[src/rtl/apb_master_arb_if.sv]
// apb_master_arb_if: requester command/response ports and APB bus signals for apb_master_arb
interface apb_master_arb_if #(
  parameter int DATA_WIDTH = 8,
  parameter int ADDR_WIDTH = 8
);
  logic                  req0_valid, req0_write, req0_done, req0_err;
  logic [ADDR_WIDTH-1:0] req0_addr;
  logic [DATA_WIDTH-1:0] req0_wdata, req0_rdata;
  logic                  req1_valid, req1_write, req1_done, req1_err;
  logic [ADDR_WIDTH-1:0] req1_addr;
  logic [DATA_WIDTH-1:0] req1_wdata, req1_rdata;
  logic                  psel, penable, pwrite, pready;
  logic [ADDR_WIDTH-1:0] paddr;
  logic [DATA_WIDTH-1:0] pwdata, prdata;
  modport master (
    input  req0_valid, req0_write, req0_addr, req0_wdata,
    input  req1_valid, req1_write, req1_addr, req1_wdata,
    input  prdata, pready,
    output req0_done, req0_rdata, req0_err,
    output req1_done, req1_rdata, req1_err,
    output psel, penable, pwrite, paddr, pwdata
  );
  modport slave (
    output req0_valid, req0_write, req0_addr, req0_wdata,
    output req1_valid, req1_write, req1_addr, req1_wdata,
    output prdata, pready,
    input  req0_done, req0_rdata, req0_err,
    input  req1_done, req1_rdata, req1_err,
    input  psel, penable, pwrite, paddr, pwdata
  );
endinterface

[src/rtl/apb_master_arb.sv]
// apb_master_arb: round-robin two-requester APB master with registered outputs.
// Define APB_TIMEOUT_EN to abort ACCESS phases that wait TIMEOUT cycles without pready.
module apb_master_arb #(
  parameter int DATA_WIDTH = 8,
  parameter int ADDR_WIDTH = 8,
  parameter int TIMEOUT    = 16
) (
  input logic clk,
  input logic rstn,
  apb_master_arb_if.master b
);
  typedef enum logic [1:0] {IDLE, SETUP, ACCESS} state_t;
  state_t                state, state_n;
  logic                  prio, prio_n, gnt, gnt_n;
  logic                  psel, psel_n, penable, pen_n, pwrite, pwrite_n;
  logic [ADDR_WIDTH-1:0] paddr, paddr_n;
  logic [DATA_WIDTH-1:0] pwdata, pwdata_n;
  logic [1:0]            done, done_n;
  logic [DATA_WIDTH-1:0] rdata [2];
  logic [DATA_WIDTH-1:0] rdata_n [2];
  logic                  e0, e1, pick, expire;
  if (TIMEOUT < 1 || TIMEOUT > 255) begin : g_bad_timeout
    $error("apb_master_arb: TIMEOUT must be in 1..255");
  end
`ifdef APB_TIMEOUT_EN
  logic [7:0] cnt, cnt_n;
  logic [1:0] err, err_n;
  assign expire = ~b.pready && cnt == 8'(TIMEOUT - 1);
`else
  assign expire = 1'b0;
`endif
  always_ff @(posedge clk or negedge rstn) begin
    if (!rstn) begin
      state   <= IDLE;
      prio    <= 1'b0;
      gnt     <= 1'b0;
      psel    <= 1'b0;
      penable <= 1'b0;
      pwrite  <= 1'b0;
      paddr   <= '0;
      pwdata  <= '0;
      done    <= '0;
      rdata   <= '{default: '0};
`ifdef APB_TIMEOUT_EN
      cnt     <= '0;
      err     <= '0;
`endif
    end else begin
      state   <= state_n;
      prio    <= prio_n;
      gnt     <= gnt_n;
      psel    <= psel_n;
      penable <= pen_n;
      pwrite  <= pwrite_n;
      paddr   <= paddr_n;
      pwdata  <= pwdata_n;
      done    <= done_n;
      rdata   <= rdata_n;
`ifdef APB_TIMEOUT_EN
      cnt     <= cnt_n;
      err     <= err_n;
`endif
    end
  end
  // a requester whose done is high this cycle is still retiring its command, so it is masked
  always_comb begin
    e0       = b.req0_valid & ~done[0];
    e1       = b.req1_valid & ~done[1];
    pick     = (e0 & e1) ? prio : e1;
    state_n  = state;
    prio_n   = prio;
    gnt_n    = gnt;
    psel_n   = psel;
    pen_n    = penable;
    pwrite_n = pwrite;
    paddr_n  = paddr;
    pwdata_n = pwdata;
    done_n   = '0;
    rdata_n  = rdata;
`ifdef APB_TIMEOUT_EN
    cnt_n    = cnt;
    err_n    = '0;
`endif
    case (state)
      IDLE: if (e0 | e1) begin
        state_n  = SETUP;
        gnt_n    = pick;
        prio_n   = ~pick;
        psel_n   = 1'b1;
        pwrite_n = pick ? b.req1_write : b.req0_write;
        paddr_n  = pick ? b.req1_addr  : b.req0_addr;
        pwdata_n = pick ? b.req1_wdata : b.req0_wdata;
      end
      SETUP: begin
        state_n = ACCESS;
        pen_n   = 1'b1;
`ifdef APB_TIMEOUT_EN
        cnt_n   = '0;
`endif
      end
      ACCESS: if (b.pready | expire) begin
        state_n      = IDLE;
        psel_n       = 1'b0;
        pen_n        = 1'b0;
        done_n[gnt]  = 1'b1;
        rdata_n[gnt] = pwrite ? rdata[gnt] : (expire ? '0 : b.prdata);
`ifdef APB_TIMEOUT_EN
        err_n[gnt]   = expire;
      end else begin
        cnt_n = cnt + 8'd1;
`endif
      end
      default: state_n = IDLE;
    endcase
  end
  assign b.psel       = psel;
  assign b.penable    = penable;
  assign b.pwrite     = pwrite;
  assign b.paddr      = paddr;
  assign b.pwdata     = pwdata;
  assign b.req0_done  = done[0];
  assign b.req1_done  = done[1];
  assign b.req0_rdata = rdata[0];
  assign b.req1_rdata = rdata[1];
`ifdef APB_TIMEOUT_EN
  assign b.req0_err   = err[0];
  assign b.req1_err   = err[1];
`else
  assign b.req0_err   = 1'b0;
  assign b.req1_err   = 1'b0;
`endif
endmodule

[src/flat_wrapper.sv]
// flat-port wrapper written by rule: the top's interface ports become plain ports
module apb_master_arb_flat 
#(
  parameter int DATA_WIDTH = 8,
  parameter int ADDR_WIDTH = 8,
  parameter int TIMEOUT    = 16
)
  (clk, rstn, b_req0_valid, b_req0_write, b_req0_addr, b_req0_wdata, b_req1_valid, b_req1_write, b_req1_addr, b_req1_wdata, b_prdata, b_pready, b_req0_done, b_req0_rdata, b_req0_err, b_req1_done, b_req1_rdata, b_req1_err, b_psel, b_penable, b_pwrite, b_paddr, b_pwdata);
  apb_master_arb_if #(.DATA_WIDTH(DATA_WIDTH), .ADDR_WIDTH(ADDR_WIDTH)) b_i ();
  input logic clk;
  input logic rstn;
  input wire logic [$bits(b_i.req0_valid)-1:0] b_req0_valid;
  input wire logic [$bits(b_i.req0_write)-1:0] b_req0_write;
  input wire logic [$bits(b_i.req0_addr)-1:0] b_req0_addr;
  input wire logic [$bits(b_i.req0_wdata)-1:0] b_req0_wdata;
  input wire logic [$bits(b_i.req1_valid)-1:0] b_req1_valid;
  input wire logic [$bits(b_i.req1_write)-1:0] b_req1_write;
  input wire logic [$bits(b_i.req1_addr)-1:0] b_req1_addr;
  input wire logic [$bits(b_i.req1_wdata)-1:0] b_req1_wdata;
  input wire logic [$bits(b_i.prdata)-1:0] b_prdata;
  input wire logic [$bits(b_i.pready)-1:0] b_pready;
  output wire logic [$bits(b_i.req0_done)-1:0] b_req0_done;
  output wire logic [$bits(b_i.req0_rdata)-1:0] b_req0_rdata;
  output wire logic [$bits(b_i.req0_err)-1:0] b_req0_err;
  output wire logic [$bits(b_i.req1_done)-1:0] b_req1_done;
  output wire logic [$bits(b_i.req1_rdata)-1:0] b_req1_rdata;
  output wire logic [$bits(b_i.req1_err)-1:0] b_req1_err;
  output wire logic [$bits(b_i.psel)-1:0] b_psel;
  output wire logic [$bits(b_i.penable)-1:0] b_penable;
  output wire logic [$bits(b_i.pwrite)-1:0] b_pwrite;
  output wire logic [$bits(b_i.paddr)-1:0] b_paddr;
  output wire logic [$bits(b_i.pwdata)-1:0] b_pwdata;
  assign b_i.req0_valid = b_req0_valid;
  assign b_i.req0_write = b_req0_write;
  assign b_i.req0_addr = b_req0_addr;
  assign b_i.req0_wdata = b_req0_wdata;
  assign b_i.req1_valid = b_req1_valid;
  assign b_i.req1_write = b_req1_write;
  assign b_i.req1_addr = b_req1_addr;
  assign b_i.req1_wdata = b_req1_wdata;
  assign b_i.prdata = b_prdata;
  assign b_i.pready = b_pready;
  assign b_req0_done = b_i.req0_done;
  assign b_req0_rdata = b_i.req0_rdata;
  assign b_req0_err = b_i.req0_err;
  assign b_req1_done = b_i.req1_done;
  assign b_req1_rdata = b_i.req1_rdata;
  assign b_req1_err = b_i.req1_err;
  assign b_psel = b_i.psel;
  assign b_penable = b_i.penable;
  assign b_pwrite = b_i.pwrite;
  assign b_paddr = b_i.paddr;
  assign b_pwdata = b_i.pwdata;
  apb_master_arb #(.DATA_WIDTH(DATA_WIDTH), .ADDR_WIDTH(ADDR_WIDTH), .TIMEOUT(TIMEOUT)) u_core (.clk(clk), .rstn(rstn), .b(b_i));
endmodule
[config.mk]
export PLATFORM = sky130hd
export DESIGN_NAME = apb_master_arb_flat
export DESIGN_NICKNAME = d
export VERILOG_FILES = /design/src/rtl/apb_master_arb_if.sv /design/src/rtl/apb_master_arb.sv /design/src/flat_wrapper.sv
export SDC_FILE = /design/constraint.sdc
export NUM_CORES = 1
export LEC_CHECK = 0
export CAP_MARGIN = 20
export CORE_MARGIN = 3
export CORE_UTILIZATION = 24
export DETAILED_ROUTE_END_ITERATION = 12
export HOLD_SLACK_MARGIN = 0.03
export SLEW_MARGIN = 20
export SYNTH_ARGS = -nofsm -noshare
export SYNTH_HDL_FRONTEND = slang
export SYNTH_SLANG_ARGS = --single-unit
[constraint.sdc]
create_clock -name clk -period 2.9 [get_ports clk]
set_input_delay 0.58 -clock clk [delete_from_list [all_inputs] [get_ports clk]]
set_output_delay 0.58 -clock clk [all_outputs]
set_load 0.1 [all_outputs]
== Yosys cells after proc, flatten, opt, wreduce, memory -nomap -nowiden ==
Cells that the tools add are included.
W data, S select, Z words.
Operators by class
  magnitude comparators: 4
  eq/ne operators: 4
  mux-type cells: 22
  bitwise operators: 8
  reductions and logical operators: 10
Operators with widths (number)
  $mux W8: 7
  $bwmux W16: 1
  $demux W8 S1: 1
  $mux W2: 4
  $reduce_and A2 Y1: 4
  $pmux W2 S3: 1
  $mux W1: 5
  $pmux W1 S2: 2
  $reduce_bool A2 Y1: 2
  $and A1 B1 Y1: 3
  $not A1 Y1: 3
  $reduce_and A3 Y1: 1
  $eq A2 B1 Y1 const B: 1
  $eq A2 B2 Y1 const B: 1
  $ge A2 B2 Y1 const B: 1
  $logic_and A1 B1 Y1: 2
  $logic_not A2 Y1: 1
  $lt A1 B2 Y1 const B: 1
  $lt A2 B1 Y1 const B: 1
  $ne A2 B1 Y1 const B: 1
  $ne A2 B2 Y1 const B: 1
  $not A1 Y2: 1
  $demux W1 S1: 1
  $ge A1 B1 Y1 const B: 1
  $or A1 B1 Y1: 1
Word-level totals
  flip-flop bits (word level): 41
  word-level logic and storage cells: 59

== Depth between registers and ports, before layout ==
Gate-level depths: netlist of the first run.
  word-level depth: 6
  gate-level depth with buffers: 6
  mapped depth without buffers: 4

== Least setup slack after synthesis of the first run ==
Ideal clock, no wire load.
  kind: reg-to-reg
  start: register u_core.done[0]
  end: register u_core.gnt
  library setup time: 0.125 ns
  arrival time: 1.813 ns
  data required time: 2.775 ns
  slack: 0.962 ns
  stages on the path, launching flop included: 5
  clock period less this slack: 1.938 ns
  path through: dfrtp_1 > nand2b_1 > a211oi_2 > buf_2 > mux2_2
On the way
  longest elaborated chain between the ends: 4
  elaborated cells on any way between the ends: 6
RTL lines
  start, declared: line apb_master_arb.sv:18  | logic [1:0] done, done_n;
  start signal, assigned: line apb_master_arb.sv:57  | done <= done_n;
  $not A1 Y1 (*): line apb_master_arb.sv:67  | e0 = b.req0_valid & ~done[0];
  $and A1 B1 Y1 (*): line apb_master_arb.sv:67
  $and A1 B1 Y1 / $or A1 B1 Y1 (equally long branches): line apb_master_arb.sv:69, apb_master_arb.sv:85
  $mux W1 / $reduce_and A2 Y1 (equally long branches)
  end signal, assigned: line apb_master_arb.sv:51  | gnt <= gnt_n;
  end, declared: line apb_master_arb.sv:14  | logic prio, prio_n, gnt, gnt_n;
Every way passes the cells marked *; elsewhere a longest branch is shown, timed or not.
A chain may end at the register's enable or synchronous reset.

== Worst setup path in the final report of the first run ==
  start: input port b_pready
  end: register u_core.rdata (netlist bit u_core.b.req0_rdata[5])
On the way
  longest elaborated chain between the ends: 1
RTL lines
  start, declared: line flat_wrapper.sv:21  | input wire logic [$bits(b_i.pready)-1:0] b_pready;
  $reduce_and A2 Y1 (no source line)
  end signal, assigned: line apb_master_arb.sv:58  | rdata <= rdata_n;
  end, declared: line apb_master_arb.sv:19  | logic [DATA_WIDTH-1:0] rdata [2];
Every way passes these cells.

==> key figures, run 1 <==
Die
  • Die width: 91.8 um
  • Die H: 91.8 um
  • Core Box Area: 6980 um2
  • Ports: 86
  • Row Count: 30
  • Starting density of the core: 25.3%
  • Total die area: 8430 um2

STA
  • Relative slew slack: 40.1%
  • Fin. Hold Viols: 0
  • Max-slew violations: 0
  • Final clock skew: 0.00398 ns
  • Final min period: 1.96 ns
  • # setup viols final: 0
  • RSZ-0062 raised after global routing: no
  • Fmax achieved: 510 MHz
  • Setup TNS: 0 ns
  • Worst Tran Pin Value: 0.898 ns
  • Crit share post-route: 67.6%

Detailed routing
  • Final ANT Viol Nets: 0
  • Initial DRC count: 50
  • Post-DR wirelength/cell: 12.3 um
  • Detail-routed via count per cell: 4.15
  • DRC: 0
  • First drt pass iteration count: 5
  • Total wire length: 4160 um
  • Vias: 1403

Placement
  • Post-DP HPWL: 3070 um
  • Port bufs: 83
  • GP Congestion: 0.680
  • Placed inst area: 2570 um2

Yosys
  • Seq cells post-synth: 41
  • Syn_area_per_cell: 11.1 um2
  • Synth top area cells: dfrtp_1 (58%), nand2_1 (7.4%), mux2_2 (6.4%)
  • Top-area cell type share of the netlist area: 58.0%
  • Synth area leader: dfrtp_1
  • Post-synthesis cell count: 159
  • Mapped Area: 1770 um2
  • Sequential area share after synthesis: 58.0%
  • Cell variety after synth: 23
  • Synth Warn #: 0

Final layout
  • Syn-to-layout area delta: 52.8%
  • Fill count: 720
  • Multi-input logic area: 653 um2
  • Final instance area: 2700 um2
  • NumNets Final: 288
  • Register area: 1030 um2
  • # diodes: 0
  • Final core utilization: 38.7%
  • Share of layout cells above drive strength 1: 26.0%

Global routing
  • Largest net degree at the start of global routing: 42
  • Layer with the highest usage: met2
  • Initial antenna violation count: 0
  • Vias in the first global route: 1413
  • Met1 Use GR: 13.0%
  • Met3 GRT Util: 5.33%
  • GRT Residual Overflow: 0
  • Met2 usage: 16.0%
  • GRT Util Overall: 10.5%
  • First-pass GRT wire length: 7050 um

Clock tree
  • H-tree depth: 2
  • Clk pin slew, worst setup/hold paths: 0.08 ns
  • Max Buffers Root-to-Sink: 2
  • TritonCTS buffer count: 5
  • Post-CTS setup buffers: 0
  • CTS-repair resized insts: 0
  • CTS sink count: 41
  • Worst-skew pair later-pin latency: 0.29 ns
  • Root Buffer: clkbuf_8
  • Hold buffers post-CTS: 0
  • CTS tree: yes

Setup path
  • WP data arrival: 2.13 ns
  • Kind of critical path: in -> reg
  • Reg2reg start: u_core.state[0]
  • Largest fanout on the critical path: 8
  • R2R depth: 3
  • CP endpoint kind: flip-flop
  • R2R Path End: u_core.b.req0_rdata[5]
  • Startpoint class of the critical path: input pin
  • Required @ worst endpoint: 3.07 ns
  • R2R Setup Slk: 1.28 ns

Outcome
  • Status: complete, no violations

Flow run
  • Max-Cap Viols: 0

Worst hold path
  • Min-delay worst type: in -> async
==> per-stage QoR <==
stage          worst slack [ns]  cells  hold slack, ns
2_1_floorplan             0.962    160           0.284
3_5_place_dp              0.611    330           0.479
3_3_place_gp              0.669    330           0.474
4_1_cts                   0.925    338           0.459
6_report                  0.940    338           0.410
5_1_grt                   0.861    338           0.501
==> cell type report <==
class                           instances  area share [%]
Clock buffer                            5            2.55
Sequential cell                        41            38.0
Multi-Input combinational cell        107            24.2
Tap cell                               96            4.45
Timing Repair Buffer                   86            28.4
Clock inverter                          3            2.41
==> state kept, by name (all words and copies together) (netlist names), 2 cells and up <==
| register | cells |
|---|---|
| u_core.b.paddr | 8 |
| u_core.b.req1_rdata | 8 |
| u_core.b.req0_rdata | 8 |
| u_core.state | 2 |
| u_core.b.pwdata | 8 |
| u_core.done | 2 |
==> critical path, stage by stage <==
cell             delay, ns
clkdlybuf4s50_1       0.49
nor2b_2               0.22
and4bb_1              0.47
mux2_1                0.37
==> cell families (layout without fill, tap and decap cells) <==
family	after synthesis	in the layout	share of synthesized area (%)
DFF	41	41	58.0
buffers and inverters	12	94	5.66
muxes	18	18	11.5
AOI/OAI and AO/OA	21	21	8.07
and+or+nand+nor	66	66	16.6
other	1	2	0.212
==> placed cells by master (no fill, tap or decap) <==
| cell | n |
|---|---|
| clkdlybuf4s50_1 | 45 |
| dfrtp_1 | 41 |
| buf_4 | 39 |
| nand2_1 | 35 |
| nor2_1 | 21 |
| a31oi_1 | 16 |
| mux2_2 | 10 |
| mux2_1 | 8 |
| clkbuf_8 | 5 |
| nand2b_1 | 4 |
| a21oi_1 | 2 |
| conb_1 | 2 |
| bufinv_16 | 2 |
| nor2b_2 | 1 |
| and3_1 | 1 |
| or3b_1 | 1 |
| a211oi_4 | 1 |
| nor2b_1 | 1 |
| a31oi_2 | 1 |
| nand4b_2 | 1 |
| and4bb_1 | 1 |
| a21o_1 | 1 |
| clkinv_2 | 1 |
| buf_2 | 1 |
| buf_12 | 1 |
==> per-layer routing <==
metal	share of wire [%]	vias to the layer above	routed length, um
met4	1.3	0	55
li1	-	694	-
met2	44	70	1820
met5	0	-	0
met1	44	634	1820
met3	11	5	464
==> synthesized netlist by cell type, drive strengths merged <==
master   n
or3b     1
conb     1
nor2    21
mux2    18
a31oi   17
a211oi   1
buf     11
nand2b   4
nand4b   1
and3     1
nand2   35
nor2b    2
a21o     1
clkbuf   1
and4bb   1
dfrtp   41
a21oi    2
==> worst max path at each step <==
stage,startpoint,end,slack (ns),cells after the start
after global routing,b_pready,u_core.b.req0_rdata[1],0.86,4
after detailed placement,b_pready,u_core.b.req0_rdata[5],0.61,4
final,b_pready,u_core.b.req0_rdata[5],0.94,4
after CTS,b_pready,u_core.b.req0_rdata[5],0.93,4
after global placement,b_pready,u_core.b.req0_rdata[2],0.67,4
after floorplan,u_core.done[0],u_core.gnt,0.96,4
Power of run 1 is left out: the tool's default activity adds up to more than one toggle a clock period on the data nets, which glitch-free logic cannot reach.
==> run 2, diff against run 1 <==
Clock period 2.9 ns to 1.95 ns, I/O delays scaled along.
==> run 2 against run 1 <==
  * Clock skew rose by 0.0023 ns
  * First-iteration DRC count down 30%
  * Global-route usage up 0.24 points
  * Clock-buffer cell count unchanged
  * Sequential cell count unchanged
  * Worst setup slack got worse by 0.63 ns
  * Non-clock buffer count increased by 4
  * Critical path type unchanged
==> key figures, run 2 (synthesis gave the netlist of run 1 again) <==
Die
  • Core Box Area: 6980 um2 (unchanged)
  • Row Count: 30 (unchanged)
  • Starting density of the core: 25.3% (unchanged)
  • Ports: 86 (unchanged)
  • Die H: 91.8 um (unchanged)
  • Die width: 91.8 um (unchanged)
  • Total die area: 8430 um2 (unchanged)

Setup path
  • Largest fanout on the critical path: 8 (unchanged)
  • Critical path origin: b_pready
  • Startpoint class of the critical path: input pin
  • WP data arrival: 1.81 ns (-0.32 ns)
  • Reg2reg start: u_core.state[0]
  • Required @ worst endpoint: 2.12 ns (-0.95 ns)
  • Kind of critical path: in -> reg
  • CP endpoint kind: flip-flop

Placement
  • Port bufs: 83 (unchanged)
  • Setup WS pre-CTS: 0.0113 ns (-0.600 ns)
  • GP Congestion: 0.684 (+0.68%)
  • Placed inst area: 2650 um2 (+3.1%)
  • Post-DP HPWL: 3210 um (+4.3%)

STA
  • Setup TNS: 0 ns (unchanged)
  • Final clock skew: 0.00632 ns (+0.00233 ns)
  • Hold Slack: 0.0639 ns (-0.346 ns)
  • Fmax achieved: 611 MHz
  • Crit share post-route: 83.9%
  • Relative slew slack: 66.0% (+26 points)
  • Max-slew violations: 0 (unchanged)
  • # setup viols final: 0 (unchanged)
  • Worst Tran Pin Value: 0.510 ns (-0.388 ns)
  • Post-route setup slack: 0.314 ns (-0.626 ns)
  • RSZ-0062 raised after global routing: no
  • Fin. Hold Viols: 0 (unchanged)
  • Final min period: 1.64 ns

Clock tree
  • H-tree depth: 2 (unchanged)
  • Clk pin slew, worst setup/hold paths: 0.08 ns (about the same)
  • TritonCTS buffer count: 5 (unchanged)
  • Root Buffer: clkbuf_8
  • CTS-repair resized insts: 0 (unchanged)
  • CTS sink count: 41 (unchanged)
  • Hold buffers post-CTS: 0 (unchanged)
  • CTS tree: yes
  • Post-CTS setup buffers: 0 (unchanged)
  • Max Buffers Root-to-Sink: 2 (unchanged)
  • Worst-skew pair later-pin latency: 0.29 ns (about the same)

Final layout
  • Final instance area: 2750 um2 (+1.9%)
  • Leading cell types in the layout, fill and taps excluded: clkdlybuf4s50_1 (45), dfrtp_1 (41), buf_4 (39), nand2_1 (35), nor2_1 (21)
  • Syn-to-layout area delta: 55.6%
  • Share of layout cells above drive strength 1: 26.9% (+0.91 points)
  • Most common cell after layout, fill and taps aside: clkdlybuf4s50_1
  • NumNets Final: 292 (+1.4%)
  • Multi-input logic area: 653 um2 (unchanged)
  • # diodes: 0 (unchanged)
  • Register area: 1030 um2 (unchanged)
  • Fill count: 712 (-1.1%)

Detailed routing
  • First drt pass iteration count: 6 (+1)
  • Final ANT Viol Nets: 0 (unchanged)
  • Detail-routed via count per cell: 4.09 (-1.5%)
  • DRC: 0 (unchanged)
  • Initial DRC count: 35 (-30%)
  • Post-DR wirelength/cell: 12.5 um (+1.2%)
  • Vias: 1394 (-0.64%)
  • Total wire length: 4250 um (+2.1%)

Global routing
  • Largest net degree at the start of global routing: 34 (-19%)
  • Initial antenna violation count: 0 (unchanged)
  • GRT Util Overall: 10.7% (+0.24 points)
  • GRT Residual Overflow: 0 (unchanged)
  • First-pass GRT wire length: 7130 um (+1.2%)
  • Vias in the first global route: 1503 (+6.4%)

Flow run
  • Max-Cap Viols: 0 (unchanged)

Outcome
  • Status: complete, no violations

Worst hold path
  • Min-delay worst type: in -> async
[run 2: changes by cell type in the layout (fill, tap and decap cells not counted)]
| cell | previous run | this run |
|---|---|---|
| buf_12 | 1 | 5 |
| bufinv_16 | 2 | 1 |
[run 2: layer usage]
metal,track usage [%],share of wire (%)
met5,0,0
met1,12.9,44
met2,16.9,44
met4,4.08,1.2
met3,4.76,11
[run 2: area by class of cell]
class / instances / area share (%)
Timing Repair Buffer: 90 / 30.8
Clock buffer: 5 / 2.50
Clock inverter: 2 / 1.27
Tap cell: 96 / 4.37
Sequential cell: 41 / 37.3
Multi-Input combinational cell: 107 / 23.7
[run 2: critical path, stage by stage]
cell	delay (ns)
clkdlybuf4s50_1	0.47
nor2b_2	0.23
and4bb_1	0.22
buf_4	0.17
mux2_1	0.33
[run 2: metrics by stage]
step	std cells	utilization (%)
floorplan	160	-
global route	341	39.4
detailed placement	334	37.9
global placement	334	37.9
CTS	341	39.4
finish	341	39.4
[run 2: worst paths after layout]
kind,to,slack [ns],depth (start not counted)
max,u_core.b.req0_rdata[3],0.31,5
min,u_core.b.penable,0.06,1
max reg2reg,u_core.b.req0_rdata[3],0.43,4
min reg2reg,u_core.b.req0_rdata[5],0.49,1
max in group asynchronous,u_core.b.paddr[6],1.40,2
min in group clk,u_core.b.req0_rdata[5],0.49,1
Power of run 2 is left out for the same reason.
